===== src/rtl/multicycle_control_pkg.sv =====
// Shared types and encodings for the multi-cycle control unit.
package control_pkg;

  typedef enum logic [3:0] {
    S_IDLE,
    S_FETCH,
    S_DECODE,
    S_EXEC_R,
    S_R_WB,
    S_MEM_ADDR,
    S_MEM_RD,
    S_LW_WB,
    S_MEM_WR,
    S_BRANCH
  } state_t;

  localparam logic [5:0] OP_ADD = 6'b000000;
  localparam logic [5:0] OP_SUB = 6'b000001;
  localparam logic [5:0] OP_XOR = 6'b000010;
  localparam logic [5:0] OP_BEQ = 6'b000100;
  localparam logic [5:0] OP_LW  = 6'b100011;
  localparam logic [5:0] OP_SW  = 6'b101011;

  localparam logic [1:0] ALU_ADD = 2'b00;
  localparam logic [1:0] ALU_XOR = 2'b01;
  localparam logic [1:0] ALU_SUB = 2'b10;

  localparam logic [1:0] SRCB_REGB   = 2'b00;
  localparam logic [1:0] SRCB_FOUR   = 2'b01;
  localparam logic [1:0] SRCB_IMM    = 2'b10;
  localparam logic [1:0] SRCB_IMM_SH = 2'b11;

endpackage


===== src/rtl/multicycle_control_if.sv =====
// Control/status bundle between the multi-cycle controller and its datapath/memory.
interface multicycle_control_if #(
  parameter int CNT_W = 32
);
  logic [5:0]       Opcode;
  logic             Zero;
  logic             mem_ready;
  logic [1:0]       ALUControl;
  logic             ALUSrcA;
  logic [1:0]       ALUSrcB;
  logic             MemRead;
  logic             MemWrite;
  logic             IorD;
  logic             IRWrite;
  logic             RegWrite;
  logic             RegDst;
  logic             MemtoReg;
  logic             PCSource;
  logic             PCWriteEn;
  logic             illegal_op;
  logic [CNT_W-1:0] retired;

  modport master (
    input  Opcode, Zero, mem_ready,
    output ALUControl, ALUSrcA, ALUSrcB, MemRead, MemWrite, IorD, IRWrite,
           RegWrite, RegDst, MemtoReg, PCSource, PCWriteEn, illegal_op, retired
  );

  modport slave (
    output Opcode, Zero, mem_ready,
    input  ALUControl, ALUSrcA, ALUSrcB, MemRead, MemWrite, IorD, IRWrite,
           RegWrite, RegDst, MemtoReg, PCSource, PCWriteEn, illegal_op, retired
  );
endinterface


===== src/rtl/multicycle_control_alu_op_decode.sv =====
// Opcode to ALU operation map; also flags opcodes outside the supported ISA.
module alu_op_decode
  import control_pkg::*;
(
  input  logic [5:0] opcode,
  output logic [1:0] alu_op,
  output logic       illegal
);

  always_comb begin
    alu_op  = ALU_ADD;
    illegal = 1'b0;
    case (opcode)
      OP_ADD, OP_LW, OP_SW, OP_BEQ: alu_op = ALU_ADD;
      OP_SUB:                       alu_op = ALU_SUB;
      OP_XOR:                       alu_op = ALU_XOR;
      default:                      illegal = 1'b1;
    endcase
  end

endmodule


===== src/rtl/multicycle_control.sv =====
// Multi-cycle FSM sequencing fetch/decode/execute/memory/writeback with a retire counter.
module multicycle_control
  import control_pkg::*;
#(
  parameter int CNT_W = 32
) (
  input logic                  clk,
  input logic                  rst_n,
  multicycle_control_if.master bus
);

  state_t           state;
  state_t           state_nx;
  logic [CNT_W-1:0] retired_q;
  logic             retire;
  logic [1:0]       dec_alu_op;
  logic             dec_illegal;

  logic [1:0] alu_control;
  logic       alu_src_a;
  logic [1:0] alu_src_b;
  logic       mem_read;
  logic       mem_write;
  logic       iord;
  logic       ir_write;
  logic       reg_write;
  logic       reg_dst;
  logic       mem_to_reg;
  logic       pc_source;
  logic       pc_write;
  logic       pc_write_cond;
  logic       illegal;

  alu_op_decode u_alu_op_decode (
    .opcode  (bus.Opcode),
    .alu_op  (dec_alu_op),
    .illegal (dec_illegal)
  );

  always_ff @(posedge clk or negedge rst_n) begin
    if (!rst_n) begin
      state     <= S_IDLE;
      retired_q <= '0;
    end else begin
      state <= state_nx;
      if (retire) retired_q <= retired_q + CNT_W'(1);
    end
  end

  always_comb begin
    state_nx      = state;
    alu_control   = ALU_ADD;
    alu_src_a     = 1'b0;
    alu_src_b     = SRCB_REGB;
    mem_read      = 1'b0;
    mem_write     = 1'b0;
    iord          = 1'b0;
    ir_write      = 1'b0;
    reg_write     = 1'b0;
    reg_dst       = 1'b0;
    mem_to_reg    = 1'b0;
    pc_source     = 1'b0;
    pc_write      = 1'b0;
    pc_write_cond = 1'b0;
    illegal       = 1'b0;
    retire        = 1'b0;
    case (state)
      S_IDLE: state_nx = S_FETCH;
      S_FETCH: begin
        mem_read  = 1'b1;
        alu_src_b = SRCB_FOUR;
        // IR load and PC+4 commit only on the edge the memory completes
        ir_write  = bus.mem_ready;
        pc_write  = bus.mem_ready;
        if (bus.mem_ready) state_nx = S_DECODE;
      end
      S_DECODE: begin
        alu_src_b = SRCB_IMM_SH;
        if (dec_illegal) begin
          illegal  = 1'b1;
          state_nx = S_FETCH;
        end else begin
          case (bus.Opcode)
            OP_LW, OP_SW: state_nx = S_MEM_ADDR;
            OP_BEQ:       state_nx = S_BRANCH;
            default:      state_nx = S_EXEC_R;
          endcase
        end
      end
      S_EXEC_R: begin
        alu_src_a   = 1'b1;
        alu_control = dec_alu_op;
        state_nx    = S_R_WB;
      end
      S_R_WB: begin
        reg_write = 1'b1;
        reg_dst   = 1'b1;
        retire    = 1'b1;
        state_nx  = S_FETCH;
      end
      S_MEM_ADDR: begin
        alu_src_a = 1'b1;
        alu_src_b = SRCB_IMM;
        state_nx  = (bus.Opcode == OP_LW) ? S_MEM_RD : S_MEM_WR;
      end
      S_MEM_RD: begin
        mem_read = 1'b1;
        iord     = 1'b1;
        if (bus.mem_ready) state_nx = S_LW_WB;
      end
      S_LW_WB: begin
        reg_write  = 1'b1;
        mem_to_reg = 1'b1;
        retire     = 1'b1;
        state_nx   = S_FETCH;
      end
      S_MEM_WR: begin
        mem_write = 1'b1;
        iord      = 1'b1;
        if (bus.mem_ready) begin
          retire   = 1'b1;
          state_nx = S_FETCH;
        end
      end
      S_BRANCH: begin
        alu_src_a     = 1'b1;
        alu_control   = ALU_SUB;
        pc_source     = 1'b1;
        pc_write_cond = 1'b1;
        retire        = 1'b1;
        state_nx      = S_FETCH;
      end
      default: state_nx = S_IDLE;
    endcase
  end

  assign bus.ALUControl = alu_control;
  assign bus.ALUSrcA    = alu_src_a;
  assign bus.ALUSrcB    = alu_src_b;
  assign bus.MemRead    = mem_read;
  assign bus.MemWrite   = mem_write;
  assign bus.IorD       = iord;
  assign bus.IRWrite    = ir_write;
  assign bus.RegWrite   = reg_write;
  assign bus.RegDst     = reg_dst;
  assign bus.MemtoReg   = mem_to_reg;
  assign bus.PCSource   = pc_source;
  assign bus.PCWriteEn  = pc_write | (pc_write_cond & bus.Zero);
  assign bus.illegal_op = illegal;
  assign bus.retired    = retired_q;

endmodule

===== src/flat_wrapper.sv =====
// flat-port wrapper written by rule: the top's interface ports become plain ports
module multicycle_control_flat import control_pkg::*;
#(
  parameter int CNT_W = 32
)
  (clk, rst_n, bus_Opcode, bus_Zero, bus_mem_ready, bus_ALUControl, bus_ALUSrcA, bus_ALUSrcB, bus_MemRead, bus_MemWrite, bus_IorD, bus_IRWrite, bus_RegWrite, bus_RegDst, bus_MemtoReg, bus_PCSource, bus_PCWriteEn, bus_illegal_op, bus_retired);
  multicycle_control_if #(.CNT_W(CNT_W)) bus_i ();
  input logic clk;
  input logic rst_n;
  input wire logic [$bits(bus_i.Opcode)-1:0] bus_Opcode;
  input wire logic [$bits(bus_i.Zero)-1:0] bus_Zero;
  input wire logic [$bits(bus_i.mem_ready)-1:0] bus_mem_ready;
  output wire logic [$bits(bus_i.ALUControl)-1:0] bus_ALUControl;
  output wire logic [$bits(bus_i.ALUSrcA)-1:0] bus_ALUSrcA;
  output wire logic [$bits(bus_i.ALUSrcB)-1:0] bus_ALUSrcB;
  output wire logic [$bits(bus_i.MemRead)-1:0] bus_MemRead;
  output wire logic [$bits(bus_i.MemWrite)-1:0] bus_MemWrite;
  output wire logic [$bits(bus_i.IorD)-1:0] bus_IorD;
  output wire logic [$bits(bus_i.IRWrite)-1:0] bus_IRWrite;
  output wire logic [$bits(bus_i.RegWrite)-1:0] bus_RegWrite;
  output wire logic [$bits(bus_i.RegDst)-1:0] bus_RegDst;
  output wire logic [$bits(bus_i.MemtoReg)-1:0] bus_MemtoReg;
  output wire logic [$bits(bus_i.PCSource)-1:0] bus_PCSource;
  output wire logic [$bits(bus_i.PCWriteEn)-1:0] bus_PCWriteEn;
  output wire logic [$bits(bus_i.illegal_op)-1:0] bus_illegal_op;
  output wire logic [$bits(bus_i.retired)-1:0] bus_retired;
  assign bus_i.Opcode = bus_Opcode;
  assign bus_i.Zero = bus_Zero;
  assign bus_i.mem_ready = bus_mem_ready;
  assign bus_ALUControl = bus_i.ALUControl;
  assign bus_ALUSrcA = bus_i.ALUSrcA;
  assign bus_ALUSrcB = bus_i.ALUSrcB;
  assign bus_MemRead = bus_i.MemRead;
  assign bus_MemWrite = bus_i.MemWrite;
  assign bus_IorD = bus_i.IorD;
  assign bus_IRWrite = bus_i.IRWrite;
  assign bus_RegWrite = bus_i.RegWrite;
  assign bus_RegDst = bus_i.RegDst;
  assign bus_MemtoReg = bus_i.MemtoReg;
  assign bus_PCSource = bus_i.PCSource;
  assign bus_PCWriteEn = bus_i.PCWriteEn;
  assign bus_illegal_op = bus_i.illegal_op;
  assign bus_retired = bus_i.retired;
  multicycle_control #(.CNT_W(CNT_W)) u_core (.clk(clk), .rst_n(rst_n), .bus(bus_i));
endmodule

===== config.mk =====
export PLATFORM = sky130hd
export DESIGN_NAME = multicycle_control_flat
export DESIGN_NICKNAME = d
export VERILOG_FILES = /design/src/rtl/multicycle_control_pkg.sv /design/src/rtl/multicycle_control_if.sv /design/src/rtl/multicycle_control_alu_op_decode.sv /design/src/rtl/multicycle_control.sv /design/src/flat_wrapper.sv
export SDC_FILE = /design/constraint.sdc
export NUM_CORES = 1
export LEC_CHECK = 0
export BUFFER_PORTS_ARGS = -buffer_cell sky130_fd_sc_hd__buf_4
export CORE_ASPECT_RATIO = 1.75
export CORE_MARGIN = 3
export CORE_UTILIZATION = 30
export CTS_BUF_LIST = sky130_fd_sc_hd__clkbuf_4 sky130_fd_sc_hd__clkbuf_8 sky130_fd_sc_hd__clkbuf_16
export CTS_CLUSTER_SIZE = 24
export DETAILED_ROUTE_END_ITERATION = 12
export PLACE_DENSITY = 0.5
export SLEW_MARGIN = 20
export SYNTH_ARGS = -nofsm -noshare
export SYNTH_HDL_FRONTEND = slang
export SYNTH_SLANG_ARGS = --single-unit

===== constraint.sdc =====
create_clock -name clk -period 3.3 [get_ports clk]
set_input_delay 0 -clock clk [delete_from_list [all_inputs] [get_ports clk]]
set_output_delay 0 -clock clk [all_outputs]
set_load 0.005 [all_outputs]

==> results of run 1 <==
final cells by class:
cell class / count / area share [%]
tap: 82 / 3.76
inverter: 4 / 0.550
sequential: 36 / 33.0
clock buffer: 8 / 5.64
timing repair buffer: 61 / 16.9
multi-input combinational: 160 / 40.2
kinds of logic after synthesis:
logic type      synth area share [%]
flops                           43.0
mux                            0.537
buf+inv                         4.77
xor+xnor                        12.9
fa+ha+maj                      0.597
compound gates                  8.29
simple gates                    29.9
metal layers:
layer | up-vias | part of all wire, %
li1 | 899 | -
met1 | 887 | 39
met2 | 52 | 54
met3 | 11 | 5.0
met4 | 0 | 2.5
met5 | - | 0
power groups by stage:
stage | Clock (mW) | Sequential (mW) | Combinational [mW]
2_1_floorplan | 0 | 0.553 | 0.448
3_3_place_gp | 0 | 0.635 | 0.592
3_5_place_dp | 0 | 0.634 | 0.588
4_1_cts | 0.500 | 0.626 | 0.591
5_1_grt | 0.522 | 0.641 | 0.652
6_report | 0.488 | 0.627 | 0.581
metrics by stage:
stage	setup slack, ps	cells	total power, mW	area (um2)	utilization (%)
6_report	746	351	1.70	2730	41.1
4_1_cts	738	351	1.72	2730	41.1
3_3_place_gp	776	342	1.23	2560	38.7
2_1_floorplan	1520	213	1.00	2100	-
5_1_grt	571	351	1.82	2730	41.1
3_5_place_dp	731	342	1.22	2560	38.7
worst register-to-register path: stages, from the launching register on:
cell	delay [ps]
dfrtp_1	660
and4bb_1	270
or4_1	1010
nor3b_1	350
xor2_1	140
path summary, 6_finish.rpt:
path | start | endpoint | slack [ps]
worst max-delay path | u_core.state[1] | u_core.bus.retired[8] | 750
worst min-delay path | bus_Opcode[4] | u_core.state[2] | 70
worst max register to register | u_core.state[1] | u_core.bus.retired[8] | 750
worst min register to register | u_core.bus.retired[31] | u_core.bus.retired[31] | 470
max in group asynchronous | rst_n | u_core.bus.retired[14] | 2750
min in group asynchronous | rst_n | u_core.bus.retired[28] | 220
sequential cells by signal, summed over array words and instances (netlist names):
register            count
u_core.bus.retired     32
u_core.state            4
timing repair:
item | in CTS | in global routing
endpoints found under the setup margin | 0 | 0
hold buffers | 1 | 0
hold endpoints to repair | 36 | 0
cells in the final DEF (no fill, tap or decap), types with 2 or more instances in the layout:
cell       instances
nand4b_1           5
nor2_1            12
o21ai_0            6
nor4_1             3
clkbuf_4           2
nor3b_1            2
dfrtp_1           36
xor2_1             2
clkbuf_16          5
and4_1             2
nand2_1            8
nor3_1             4
nand2b_1           5
inv_1              4
nor2b_1            3
or4_1              2
buf_4             60
xnor2_1           29
o32ai_1            2
a21oi_1            7
nand4_2            2
or2_2              3
nand4_1           20
and3_1            10
nand3_1           12
==> flow_metrics.py, run 1 <==
metrics = {
    "global_routing": {
        "grt_util_met2_pct": 26.1,
        "grt_use_total_pct": 14.1,
        "grt_use_met3_pct": 3.36,
        "grt_max_degree": 37,
        "top_usage_layer": "met2",
        "antenna_found_initial": 0,
        "grt_pass1_wl_um": 9180,
        "overflow": 0,
        "met1_usage_pct": 15.1,
        "grt_pass1_vias": 1837,
    },
    "clock_tree": {
        "cts-resized-gates": 0,
        "cts_made_buffers": 5,
        "clock_latency_ps": 280,
        "root_buffer": "clkbuf_16",
        "clk_path_buf_depth": 2,
        "cts_num_sinks": 36,
        "cts_setup_buffers": 0,
        "cts_tree": "done",
        "htreeDepth": 2,
        "clk_pin_slew_ps": 50,
    },
    "die": {
        "die_w_um": 69.2,
        "io_pins": 57,
        "fp.dieArea_mm2": 0.00807,
        "initial_core_util_pct": 31.6,
        "fp-row-count": 39,
        "core_region_area_mm2": 0.00664,
        "die_h_um": 117,
    },
    "drt": {
        "drc": 0,
        "vias": 1849,
        "route.detailed.wl_per_inst_um": 15.5,
        "ant_nets": 0,
        "viasPerCell": 5.27,
        "drt-pass1-iter-count": 3,
        "drt-total-wl_um": 5430,
        "first_iter_violations": 75,
    },
    "run": {
        "cap_viol_max_count": 0,
    },
    "timing": {
        "rsz0062_at_grt": "false",
        "fin_hold_ws_ps": 72.6,
        "clock.fmax_mhz": 391,
        "tightestPinTransition_ps": 1040,
        "slew_headroom_pct": 31.0,
        "final.min_clock_period_ps": 2550,
        "tns_ps": 0,
        "fin_crit_sh_pct": 77.4,
        "setup_violations": 0,
        "final_max_slew_viol_count": 0,
        "hold_viol_final": 0,
        "clock_skew_ps": 1.65,
    },
    "final_layout": {
        "drive_gt1_share_pct": 28.6,
        "multi_input_area_mm2": 0.00110,
        "seq_area_um2": 901,
        "areaGrowthSynthToFinish_pct": 30.1,
        "fillers": 700,
        "diodes": 0,
        "nets": 279,
    },
    "power": {
        "clockPowerShare_pct": 28.8,
        "leakagePower_nw": 1.23,
        "switchingPower_uw": 595,
        "switching_share_pct": 35.1,
        "internal_power_mw": 1.10,
        "p_comb_share_pct": 34.3,
        "p_seq_share_pct": 37.0,
        "power_density_mw_per_mm2": 621,
        "ir_worst_vdd_v": 0.000343,
    },
    "worst_hold_path": {
        "whs_path_depth": 4,
        "hp-class": "input port to register",
    },
    "worst_setup_path": {
        "reg2reg_depth": 4,
        "crit_required_ps": 3450,
        "cpLargestDelayFamily": "simple AND/OR/NAND/NOR gates",
        "worstSetupStartpointType": "register",
        "cp_num_buf_inv": 0,
        "path_class": "register to register",
        "end_kind": "register",
        "cp.depth": 4,
        "crit_arrival_ps": 2710,
        "cp_slowest_cell": "or4_1",
        "worstPathMaxFanout": 31,
        "cp_cell_sequence": "and4bb_1 > or4_1 > nor3b_1 > xor2_1",
        "max_stage_delay_ps": 1010,
    },
    "yosys": {
        "yosysWarnings": 0,
        "synth_edf_count": 0,
        "ys_ff_latch": 36,
        "avgSynthCellArea_um2": 9.85,
        "synth_largest_area_cell": "dfrtp_1",
        "synthDistinctLibCells": 47,
        "syn_inst": 213,
        "synth_nets": 224,
        "synthArstFlopShare_pct": 100,
        "syn_area_mm2": 0.00210,
        "synth_area_leaders": "dfrtp_1 43%, xnor2_1 12%, nand4_1 6.0%, and3_1 3.0%, nand3_1 2.9%",
        "synth_top_flop_cell": "dfrtp_1",
        "synth_top_area_share_pct": 43.0,
        "synth_most_common_cell": "dfrtp_1",
        "netlist_top_cells_count": "36 x dfrtp_1, 29 x xnor2_1, 20 x nand4_1",
        "synth-seq-area-share_pct": 43.0,
    },
    "status": {
        "outcome": "complete, no violations",
    },
    "place": {
        "place_hpwl_um": 4050,
        "io_buffers": 56,
        "place_congestion": 0.864,
    },
}
(Power assumes the default switching activity.)
==> inputs of run 2 (changes only) <==
--- a/config.mk
+++ b/config.mk
@@ -5,6 +5,7 @@
 export SDC_FILE = /design/constraint.sdc
 export NUM_CORES = 1
 export LEC_CHECK = 0
+export ABC_AREA = 1
 export BUFFER_PORTS_ARGS = -buffer_cell sky130_fd_sc_hd__buf_4
 export CORE_ASPECT_RATIO = 1.75
 export CORE_MARGIN = 3
@@ -12,7 +13,7 @@
 export CTS_BUF_LIST = sky130_fd_sc_hd__clkbuf_4 sky130_fd_sc_hd__clkbuf_8 sky130_fd_sc_hd__clkbuf_16
 export CTS_CLUSTER_SIZE = 24
 export DETAILED_ROUTE_END_ITERATION = 12
-export PLACE_DENSITY = 0.5
+export PLACE_DENSITY = 0.49
 export SLEW_MARGIN = 20
 export SYNTH_ARGS = -nofsm -noshare
 export SYNTH_HDL_FRONTEND = slang
==> constraint.sdc (replaced) <==
create_clock -name clk -period 2.53 [get_ports clk]
set_input_delay 0 -clock clk [delete_from_list [all_inputs] [get_ports clk]]
set_output_delay 0 -clock clk [all_outputs]
set_load 0.005 [all_outputs]
==> run 2 against run 1 <==
Via count rose by 38%. Hold slack got worse by 34 ps. Combinational power rose by 29%. Non-clock buffer count fell by 3. Clock power rose by 31%. Largest cell class unchanged. Sequential share of layout area fell by 4.1 points. Largest power group is now combinational logic. Utilization fell by 0.85 points. Sequential power rose by 16%. Synthesized cell count rose by 84%. Register-to-register slack got worse by 30 ps. Cell count rose by 54%. Final area rose by 14%.
==> flow_metrics.py, run 2 <==
metrics = {
    "status": {
        "outcome": "complete, no violations",
    },
    "worst_setup_path": {
        "cp_slowest_cell": "dfrtp_1",
        "end_kind": "register",
        "critPathLaunch": "u_core.bus.retired[0]",
        "max_stage_delay_ps": 450,
        "cp_cell_sequence": "ha_1 > nand3_1 > nor2_1 > nand2_1 > nor2_1 > nand3_1 > nand2_1 > nand2_1",
        "path_class": "register to register",
        "worstPathMaxFanout": 6,
        "crit_required_ps": 2700,
        "r2r-end": "u_core.bus.retired[26]",
        "crit_top_cell": "nand2_1",
        "rr_startpoint": "u_core.bus.retired[0]",
        "reg2reg_depth": 8,
        "crit_arrival_ps": 1990,
        "worst-r2r-setup-slack_ps": 710,
        "worstSetupStartpointType": "register",
    },
    "clock_tree": {
        "htreeDepth": 2,
        "cts_tree": "done",
        "clk_pin_slew_ps": 50,
        "cts-resized-gates": 0,
        "root_buffer": "clkbuf_16",
        "cts_made_buffers": 5,
        "cts_setup_buffers": 0,
        "clock_latency_ps": 280,
        "cts_num_sinks": 36,
        "clk_path_buf_depth": 2,
    },
    "drt": {
        "viasPerCell": 4.71,
        "first_iter_violations": 87,
        "vias": 2546,
        "drt-pass1-iter-count": 4,
        "ant_nets": 0,
        "drt-total-wl_um": 7260,
        "drc": 0,
        "route.detailed.wl_per_inst_um": 13.4,
    },
    "yosys": {
        "ys_ff_latch": 36,
        "syn_inst": 391,
        "synth_nets": 402,
        "avgSynthCellArea_um2": 6.24,
        "synth_area_leaders": "dfrtp_1 37%, nand2_1 26%, nor2_1 10%, inv_1 6.8%, nand3_1 4.7%",
        "synth_largest_area_cell": "dfrtp_1",
        "synthDistinctLibCells": 22,
        "synth_top_area_share_pct": 36.9,
        "synthArstFlopShare_pct": 100,
        "yosysWarnings": 0,
        "syn_area_mm2": 0.00244,
        "netlist_top_cells_count": "168 x nand2_1, 68 x nor2_1, 44 x inv_1",
        "synth-seq-area-share_pct": 36.9,
        "synth_most_common_cell": "nand2_1",
        "synth_edf_count": 0,
        "synth_top_flop_cell": "dfrtp_1",
    },
    "die": {
        "core_region_area_mm2": 0.00772,
        "die_w_um": 74.2,
        "initial_core_util_pct": 31.6,
        "fp.dieArea_mm2": 0.00929,
        "io_pins": 57,
        "fp-row-count": 42,
        "die_h_um": 125,
    },
    "place": {
        "io_buffers": 56,
        "place_congestion": 0.863,
        "dp_slack_ps": 680,
        "place_hpwl_um": 5820,
        "dp.cells": 531,
    },
    "timing": {
        "clock_skew_ps": 5.44,
        "fin_crit_sh_pct": 71.8,
        "setup_violations": 0,
        "rsz0062_at_grt": "false",
        "clock.fmax_mhz": 550,
        "final_max_slew_viol_count": 0,
        "final.min_clock_period_ps": 1820,
        "tns_ps": 0,
        "tightestPinTransition_ps": 474,
        "slew_headroom_pct": 68.4,
        "setup_slack_ps": 713,
        "hold_viol_final": 0,
    },
    "global_routing": {
        "grt_pass1_vias": 2627,
        "grt_max_degree": 37,
        "antenna_found_initial": 0,
        "grt_pass1_wl_um": 11900,
        "overflow": 0,
        "grt_use_total_pct": 16.6,
    },
    "power": {
        "p_comb_share_pct": 35.3,
        "ir_worst_vdd_v": 0.000422,
        "leakagePower_nw": 1.58,
        "switching_share_pct": 36.4,
        "internal_power_mw": 1.35,
        "clockPowerShare_pct": 30.3,
        "power_density_mw_per_mm2": 681,
        "switchingPower_uw": 771,
        "p_seq_share_pct": 34.4,
    },
    "final_layout": {
        "final_cell_mix": "168 x nand2_1, 68 x nor2_1, 57 x buf_4",
        "final_cells": 540,
        "areaGrowthSynthToFinish_pct": 27.6,
        "layout_commonest_cell": "nand2_1",
        "nets": 462,
        "largest_reg_flops": 32,
        "diodes": 0,
        "drive_gt1_share_pct": 15.9,
    },
    "worst_hold_path": {
        "hp-class": "input port to register",
        "min_from": "bus_Opcode[3]",
        "whs_path_depth": 3,
        "hold_end": "u_core.state[3]",
    },
    "run": {
        "cap_viol_max_count": 0,
    },
}
run 2: changes by cell type after synthesis, moves of 4 or more:
cell	change
nand3_1	+11
and3_1	-10
inv_1	+40
nand4b_1	-5
xnor2_1	-19
nand4_1	-11
nand2b_1	-5
nor2_1	+56
buf_6	-4
a21oi_1	-6
xor2_1	+5
nand2_1	+160
clkbuf_1	-6
run 2: timing repair:
action,in CTS,in global routing
hold endpoints to repair,36,0
hold buffers,1,0
setup endpoints to repair,0,0
run 2: worst max path at each step:
stage | endpoint | slack (ps) | cells after the start
floorplan | u_core.bus.retired[26] | 1050 | 8
global placement | u_core.bus.retired[26] | 720 | 8
detailed placement | u_core.bus.retired[26] | 680 | 8
CTS | u_core.bus.retired[26] | 670 | 8
global route | u_core.bus.retired[26] | 440 | 8
finish | u_core.bus.retired[26] | 710 | 8
run 2: power groups by stage:
| stage | clock network (mW) | registers [mW] | logic [mW] |
|---|---|---|---|
| 2_1_floorplan | 0 | 0.723 | 0.452 |
| 3_3_place_gp | 0 | 0.738 | 0.753 |
| 3_5_place_dp | 0 | 0.740 | 0.754 |
| 4_1_cts | 0.666 | 0.730 | 0.760 |
| 5_1_grt | 0.685 | 0.742 | 0.838 |
| 6_report | 0.641 | 0.728 | 0.748 |
run 2: layout make-up:
class	instances	area, um2
timing repair buffer	58	438
clock buffer	8	154
inverter	46	173
tap	88	110
multi-input combinational	304	1340
sequential	36	901
fill	875	4610
run 2: critical path, delay by kind of cell (launching register included):
kind	cells	cell delay, ps
and+or+nand+nor	7	1040
DFF	1	450
adders and majority gates	1	200
run 2: per-layer routing:
metal  track usage (%)  wire, um
met2              31.7      4010
met3              3.69       397
met1              15.5      2580
met5                 0         0
met4              8.00       272
run 2: stage by stage:
step | power (mW) | util [%] | hold WS [ps] | instance area, um2
detailed placement | 1.49 | 38.1 | -4.10 | 2950
floorplan | 1.17 | - | -296 | 2440
global route | 2.27 | 40.3 | 45.7 | 3110
CTS | 2.16 | 40.3 | 38.7 | 3110
finish | 2.12 | 40.3 | 38.6 | 3110
global placement | 1.49 | 38.1 | -2.54 | 2950
run 2: cells by family after synthesis:
group,share of synthesized area (%)
and+or+nand+nor,46.0
buffers and inverters,8.31
DFF,36.9
xor gates and xnor gates,6.11
AOI/OAI and AO/OA,2.15
adders and majority gates,0.513
